--- config.mk ---
export PLATFORM = sky130hd
export DESIGN_NAME = pwm_adc_sar
export DESIGN_NICKNAME = d
export VERILOG_FILES = /design/src/rtl/pwm_adc_sar.sv
export SDC_FILE = /design/constraint.sdc
export NUM_CORES = 1
export LEC_CHECK = 0
export ABC_CLOCK_PERIOD_IN_PS = 1900
export BUFFER_PORTS_ARGS = -buffer_cell sky130_fd_sc_hd__buf_2
export CORE_MARGIN = 2
export CORE_UTILIZATION = 45
export CTS_BUF_LIST = sky130_fd_sc_hd__clkbuf_4 sky130_fd_sc_hd__clkbuf_8 sky130_fd_sc_hd__clkbuf_16
export DETAILED_ROUTE_END_ITERATION = 16
export GPL_TIMING_DRIVEN = 0
export PLACE_DENSITY = 0.58
export RECOVER_POWER = 50
export SLEW_MARGIN = 20
export SYNTH_ARGS = -nofsm -noshare
export SYNTH_HDL_FRONTEND = slang
export SYNTH_SLANG_ARGS = --single-unit
export TNS_END_PERCENT = 1
--- constraint.sdc ---
create_clock -name clk -period 1.9 [get_ports clk]
set_input_delay 0 -clock clk [delete_from_list [all_inputs] [get_ports clk]]
set_output_delay 0 -clock clk [all_outputs]
set_load 0.01 [all_outputs]
--- src/rtl/pwm_adc_sar.sv ---
// PWM-referenced ADC controller: sweep or SAR search against an external comparator.
// Define PWM_ADC_CONT_EN for back-to-back continuous conversions while enabled.
module pwm_adc_sar #(
  parameter int WIDTH         = 8,
  parameter int SETTLE_CYCLES = (2**WIDTH)*40
) (
  input  logic             clk,
  input  logic             reset,
  input  logic             enable,
  input  logic             start,
  input  logic             mode,
  input  logic             comp_result,
  output logic             compare_neg_pwm,
  output logic             busy,
  output logic             drdy_out,
  output logic [WIDTH-1:0] data_out
);

  localparam int CW = (SETTLE_CYCLES > 1) ? $clog2(SETTLE_CYCLES) : 1;
  localparam int BW = $clog2(WIDTH);
  localparam logic [WIDTH-1:0] CODE_MAX = '1;
  localparam logic [WIDTH-1:0] CODE_MSB = {1'b1, {(WIDTH-1){1'b0}}};
  localparam logic [CW-1:0]    RELOAD   = CW'(SETTLE_CYCLES - 1);

  typedef enum logic [1:0] {IDLE, SETTLE, DECIDE, DONE} state_t;

  state_t           state;
  logic [WIDTH-1:0] duty;
  logic [WIDTH-1:0] pwm_cnt;
  logic [CW-1:0]    settle_cnt;
  logic [BW-1:0]    bit_idx;
  logic             mode_q;
  logic [1:0]       sync;

  logic             comp_sync;
  logic [WIDTH-1:0] bit_mask;
  logic [WIDTH-1:0] sar_code;
  logic [WIDTH-1:0] sweep_code;
  logic [WIDTH-1:0] result_code;
  logic [WIDTH-1:0] next_duty;
  logic             done_now;

  assign comp_sync = sync[1];

  // Search rule evaluated in DECIDE; duty holds the current trial code.
  always_comb begin
    bit_mask    = WIDTH'(1) << bit_idx;
    sar_code    = comp_sync ? duty : (duty & ~bit_mask);
    sweep_code  = comp_sync ? CODE_MAX : ((duty == '0) ? '0 : duty - 1'b1);
    result_code = mode_q ? sar_code : sweep_code;
    next_duty   = mode_q ? (sar_code | (bit_mask >> 1)) : (duty + 1'b1);
    done_now    = mode_q ? (bit_idx == '0) : (!comp_sync || duty == CODE_MAX);
  end

  // NOTE: every register here uses <= so all state updates together at the edge.
  always_ff @(posedge clk) begin
    if (reset) begin
      state           <= IDLE;
      duty            <= '0;
      pwm_cnt         <= '0;
      settle_cnt      <= '0;
      bit_idx         <= '0;
      mode_q          <= 1'b0;
      sync            <= '0;
      compare_neg_pwm <= 1'b0;
      busy            <= 1'b0;
      drdy_out        <= 1'b0;
      data_out        <= '0;
    end else begin
      sync     <= {sync[0], comp_result};
      drdy_out <= 1'b0;
      if (!enable) begin
        pwm_cnt         <= '0;
        compare_neg_pwm <= 1'b0;
        state           <= IDLE;
        busy            <= 1'b0;
        duty            <= '0;
      end else begin
        pwm_cnt         <= pwm_cnt + 1'b1;
        compare_neg_pwm <= (pwm_cnt < duty);
        case (state)
          IDLE: begin
            if (start) begin
              mode_q     <= mode;
              duty       <= mode ? CODE_MSB : '0;
              bit_idx    <= BW'(WIDTH - 1);
              settle_cnt <= RELOAD;
              busy       <= 1'b1;
              state      <= SETTLE;
            end
          end
          SETTLE: begin
            if (settle_cnt == '0) state <= DECIDE;
            else                  settle_cnt <= settle_cnt - 1'b1;
          end
          DECIDE: begin
            if (done_now) begin
              data_out <= result_code;
              drdy_out <= 1'b1;
              state    <= DONE;
`ifndef PWM_ADC_CONT_EN
              busy     <= 1'b0;
              duty     <= '0;
`endif
            end else begin
              duty       <= next_duty;
              settle_cnt <= RELOAD;
              if (mode_q) bit_idx <= bit_idx - 1'b1;
              state      <= SETTLE;
            end
          end
          DONE: begin
`ifdef PWM_ADC_CONT_EN
            // DONE doubles as the first settle cycle so conversions repeat at the fixed period.
            mode_q  <= mode;
            duty    <= mode ? CODE_MSB : '0;
            bit_idx <= BW'(WIDTH - 1);
            if (SETTLE_CYCLES > 1) begin
              settle_cnt <= CW'(SETTLE_CYCLES - 2);
              state      <= SETTLE;
            end else begin
              state      <= DECIDE;
            end
`else
            state <= IDLE;
`endif
          end
          default: state <= IDLE;
        endcase
      end
    end
  end

endmodule

Yosys cells after proc, flatten, opt, wreduce, memory -nomap -nowiden. Index checks and enable logic that the tools add are counted.

Bits in registers: 49. Input port bits: 6. Output and inout port bits: 11.

Add/subtract/negate cells: 5. Magnitude comparators: 1. Eq/ne operators: 10. Shifts and indexed selects: 1. Mux-type cells: 26. Bitwise gates (word level): 5. Reductions and logical operators: 17.

Operator list (number): 8-bit two-way mux (8); 14-bit two-way mux (3); 14-bit one-hot mux with 3 select lines (1); 8-bit by 1-bit adder with 8-bit output (second input constant) (2); 8-bit one-hot mux with 2 select lines (1); 14-bit logical NOT (1); 14-bit by 1-bit subtractor with 14-bit output (second input constant) (1); 2-bit inequality test (second input constant) (6); 5-bit AND reduction (2); 3-bit two-way mux (3); 3-bit AND reduction (3); 8-bit AND (1); 8-bit == test (second input constant) (1); 8-bit logical NOT (1); 8-bit < comparator (1); 8-bit NOT (1); 8-bit by 7-bit bitwise OR with 8-bit output (1); 2-bit one-hot mux with 4 select lines (1); 1-bit by 3-bit left shift with 8-bit output (first input constant) (1); 8-bit by 1-bit subtractor with 8-bit output (second input constant) (1); 2-bit two-way mux (3); 3-bit one-hot mux with 2 select lines (1); 2-bit == test (second input constant) (2); 1-bit two-way mux (4); other kinds (13) (15).

Depth between registers and ports, before layout.
Word-level depth: 8. Gate-level depth with buffers: 8. Mapped depth without buffers: 7.

Worst setup path after synthesis. No wires, ideal clock.

Path kind: reg2reg. Start: register duty[0]. End: register settle_cnt[9]. Arrival: 1.675 ns. Setup slack: 0.107 ns. Stages on the path, launching flop included: 7. Buffers on the path: 0. Clock period less this slack: 1.793 ns. Cell sequence: dfxtp_1 ha_1 nand4b_4 nor4_4 o21ai_2 a21o_1 a32o_1.

Cells in the longest elaborated chain, start to end: 5.

RTL lines: start: declaration (line 28) `logic [WIDTH-1:0] duty;`; start signal: assignment (line 85) `duty <= mode ? CODE_MSB : '0;`; start signal: assignment (line 106) `duty <= next_duty;`; 8-bit == test (line 52) `done_now = mode_q ? (bit_idx == '0) : (!comp_sync || duty == CODE_MAX);`; 1-bit logical OR (line 52); 1-bit two-way mux (line 52); 2-bit inequality test (no line); 5-bit AND reduction (no line); end signal: assignment (line 94) `else settle_cnt <= settle_cnt - 1'b1;`; end: declaration (line 30) `logic [CW-1:0] settle_cnt;`.

Every way passes these cells. A chain may end at the register's enable or synchronous reset.

Final worst setup path. Ends and elaborated chain as after synthesis.

==> metrics.yaml <==
logic_synthesis:
  synthArstFlopShare_pct: 0
  ys_types: 61
  synth_top_area_share_pct: 32.46
  ys_seq_elements: 49
  synth_ff_type: "dfxtp_1"
  synth-edff-count: 0
  syn_area_um2: 3022
  yosysWarnings: 0
  synth_area_leaders: "dfxtp_1 32%, ha_1 7.0%, a21oi_1 5.6%"
  synthesis.nets: 385
  yosysTopAreaCell: "dfxtp_1"
  syn_inst: 362
  syn_area_per_cell_um2: 8.347
  ys_seq_area_share_pct: 32.46
worst_setup_path:
  r2r-start: "duty[0]"
  critPathRequiredTime_ns: 2.11
  critPathKind: "reg -> reg"
  crit_chain: "ha_2 > nand4b_4 > nor4_4 > buf_4 > o21ai_2 > a21o_1 > a32o_1"
  path_buf_inv: 1
  slowest_stage: "dfxtp_4"
  critical_path.max_fanout: 9
  cp.arrival_ns: 2.02
  crit_path_max_incr_delay_ns: 0.42
  crit_path_end: "settle_cnt[9]"
  cp.depth: 7
  worstSetupEndpointType: "register"
  path_delay_family: "compound AO/OA/AOI/OAI gates"
  worstSetupStartpointType: "register"
  critical_path.startpoint: "duty[0]"
  reg2reg_depth: 7
  reg2reg_to: "settle_cnt[9]"
  rrSetupSlack_ns: 0.09
timing:
  relSlewSlack_pct: 59.28
  hold_slack_ns: 0.08762
  rsz0062_at_grt: "true"
  finalClockSkew_ns: 0.006876
  fin_tns_setup_ns: 0
  min_period_ns: 1.806
  finalHoldViolCount: 0
  finalSetupViolCount: 0
  fin_crit_sh_pct: 95.04
  maxSlewViolCount: 0
  max_freq_mhz: 553.8
  fin_ws_ns: 0.09432
  worstMarginPinSlew_ns: 0.6108
clocking:
  root_buffer: "clkbuf_8"
  clkSinkCount: 49
  cts_max_level: 2
  clk_pin_slew_worst_paths_ns: 0.09
  cts_tree: "yes"
  cts_made_buffers: 5
  clockBufferDepth: 2
  clk_latency_ns: 0.31
outcome:
  outcome: "complete, no violations"
global_route:
  grt_pass1_vias: 2461
  track_usage_pct: 21.95
  antenna_found_initial: 0
  grt-ovfl-total: 0
  grt_first_pass_wirelength_um: 12930
  grt_max_degree: 15
place:
  place_ws_ns: -0.3540
  port_buffers: 15
  place_congestion: 0.9167
  hpwl_um: 5780
  dpl_cell_area_um2: 3193
  placed_cells: 454
floorplan:
  fp.dieArea_um2: 7387
  dieHeight_um: 85.95
  die_w_um: 85.95
  rows: 29
  io_pins: 17
  coreArea_um2: 6422
  initial_core_util_pct: 47.05
cells_and_area:
  final.fill_count: 603
  register_area_um2: 988.4
  final_cells: 470
  diodes: 0
  design_area_um2: 3482
  drive_gt1_share_pct: 16.28
  layout_commonest_cell: "dfxtp_1"
  layout.cells.most_common_list: "45 x dfxtp_1, 34 x a21oi_1, 25 x inv_1, 25 x nor2_1, 22 x clkbuf_1"
  nets: 415
  multi_input_area_um2: 1919
  area_growth_pct: 15.24
hold_path:
  worstHoldPathType: "in -> reg"
routing:
  viasPerCell: 6.028
  avgRoutedWirePerCell_um: 17.04
  ant_nets: 0
  firstDrtPassIters: 5
  dr.first_iter.drc_count: 265
  drt-total-wl_um: 8009
  dr_total_vias: 2833
  drcViolationCount: 0
pwr:
  power.switching_uw: 687.2
  clkPwrFrac_pct: 34.0
  peakVddDrop_uv: 661.2
  pwr_density_cell_nw_per_um2: 683.4
  p_comb_share_pct: 18.6
  p_sw_share_pct: 28.88
  pwr-share-seq_pct: 47.4
  p_int_mw: 1.693
  power.leakage_nw: 1.324
run:
  maxCapViolCount: 0
-- power groups by stage --
stage / Sequential (mW) / Clock, mW / Combinational [mW]
final: 1.13 / 0.809 / 0.443
after global routing: 1.14 / 0.875 / 0.483
after CTS: 1.13 / 0.828 / 0.405
after detailed placement: 1.15 / 0 / 0.388
after global placement: 1.14 / 0 / 0.383
after floorplan: 1.14 / 0 / 0.296
-- area by class of cell --
class	count	area share [%]
buffer	21	3.450
tap	77	2.767
multi-input combinational	264	55.12
timing repair buffer	24	3.917
sequential	49	28.39
clock inverter	1	0.8624
clock buffer	7	2.587
inverter	27	2.911
-- cell usage after synthesis (2+ instances only) --
cell and instances:
inv_1 27, and3_1 6, nor4_4 2, or3_1 3, nand4_1 6, buf_6 3, nor2_1 25, o21ai_2 2
nor3_1 12, nor2b_1 5, a21boi_4 2, clkbuf_1 12, nor4_1 3, ha_1 17, o2111ai_1 3, a21oi_1 34
mux2i_1 3, xor2_1 5, or2_2 2, a21o_1 4, xnor2_1 4, o21a_1 4, buf_4 2, nand4b_1 2
o31ai_1 4, a221oi_1 3, a211oi_1 5, buf_2 4, o21ai_0 13, a311oi_1 6, nand2_1 19, and2_1 2
a31oi_1 8, o211ai_1 7, nand2b_1 7, nand3_1 19, o311ai_0 5, dfxtp_1 49
-- kinds of logic (layout without fill, tap and decap cells) --
| group | count (synthesis) | count (layout) | synth area share (%) |
|---|---|---|---|
| AND/OR/NAND/NOR | 122 | 122 | 23.52 |
| AO/OA/AOI/OAI | 113 | 113 | 26.13 |
| flip-flops | 49 | 49 | 32.46 |
| buffers and inverters | 49 | 80 | 7.246 |
| adder cells (fa/ha/maj) | 17 | 17 | 7.039 |
| XOR/XNOR | 9 | 9 | 2.609 |
| multiplexers | 3 | 3 | 0.9938 |
-- sequential cells by signal (all words and copies together), names as in the netlist --
name / count
settle_cnt: 14
data_out: 8
duty: 8
pwm_cnt: 8
bit_idx: 3
state: 2
sync: 2
busy: 1
compare_neg_pwm: 1
drdy_out: 1
mode_q: 1
-- routing by layer --
layer	vias to the layer above	global-route usage [%]	wire (µm)
li1	1392	-	-
met1	1319	33.76	4026
met2	111	30.80	3359
met3	11	4.716	531
met4	0	5.195	91
met5	-	0	0
-- per-stage QoR --
step	power, mW	utilization [%]
after floorplan	1.431	-
after CTS	2.358	53.17
final	2.380	54.22
after global routing	2.495	54.22
after global placement	1.528	49.72
after detailed placement	1.533	49.72
-- worst reg2reg max path, stage by stage, from the launching register on --
cell	delay, ns
dfxtp_4	0.42
ha_2	0.23
nand4b_4	0.15
nor4_4	0.15
buf_4	0.19
o21ai_2	0.09
a21o_1	0.25
a32o_1	0.23
-- worst min path at each step --
stage | startpoint | to | slack [ns] | depth (start not counted)
after floorplan | comp_result | sync[0] | 0.13 | 1
after global placement | comp_result | sync[0] | 0.22 | 2
after detailed placement | comp_result | sync[0] | 0.23 | 2
after CTS | reset | settle_cnt[5] | 0.08 | 4
after global routing | reset | settle_cnt[6] | 0.13 | 4
final | reset | settle_cnt[8] | 0.09 | 4
-- timing repair --
action / CTS / global route
pin swaps: 3 / 1
buffers inserted: 5 / 1
setup endpoints to repair: 34 / 32
hold buffers: 3 / 0
hold endpoints to repair: 3 / 0
gates resized for setup: 11 / 18
(Power assumes the default switching activity.)
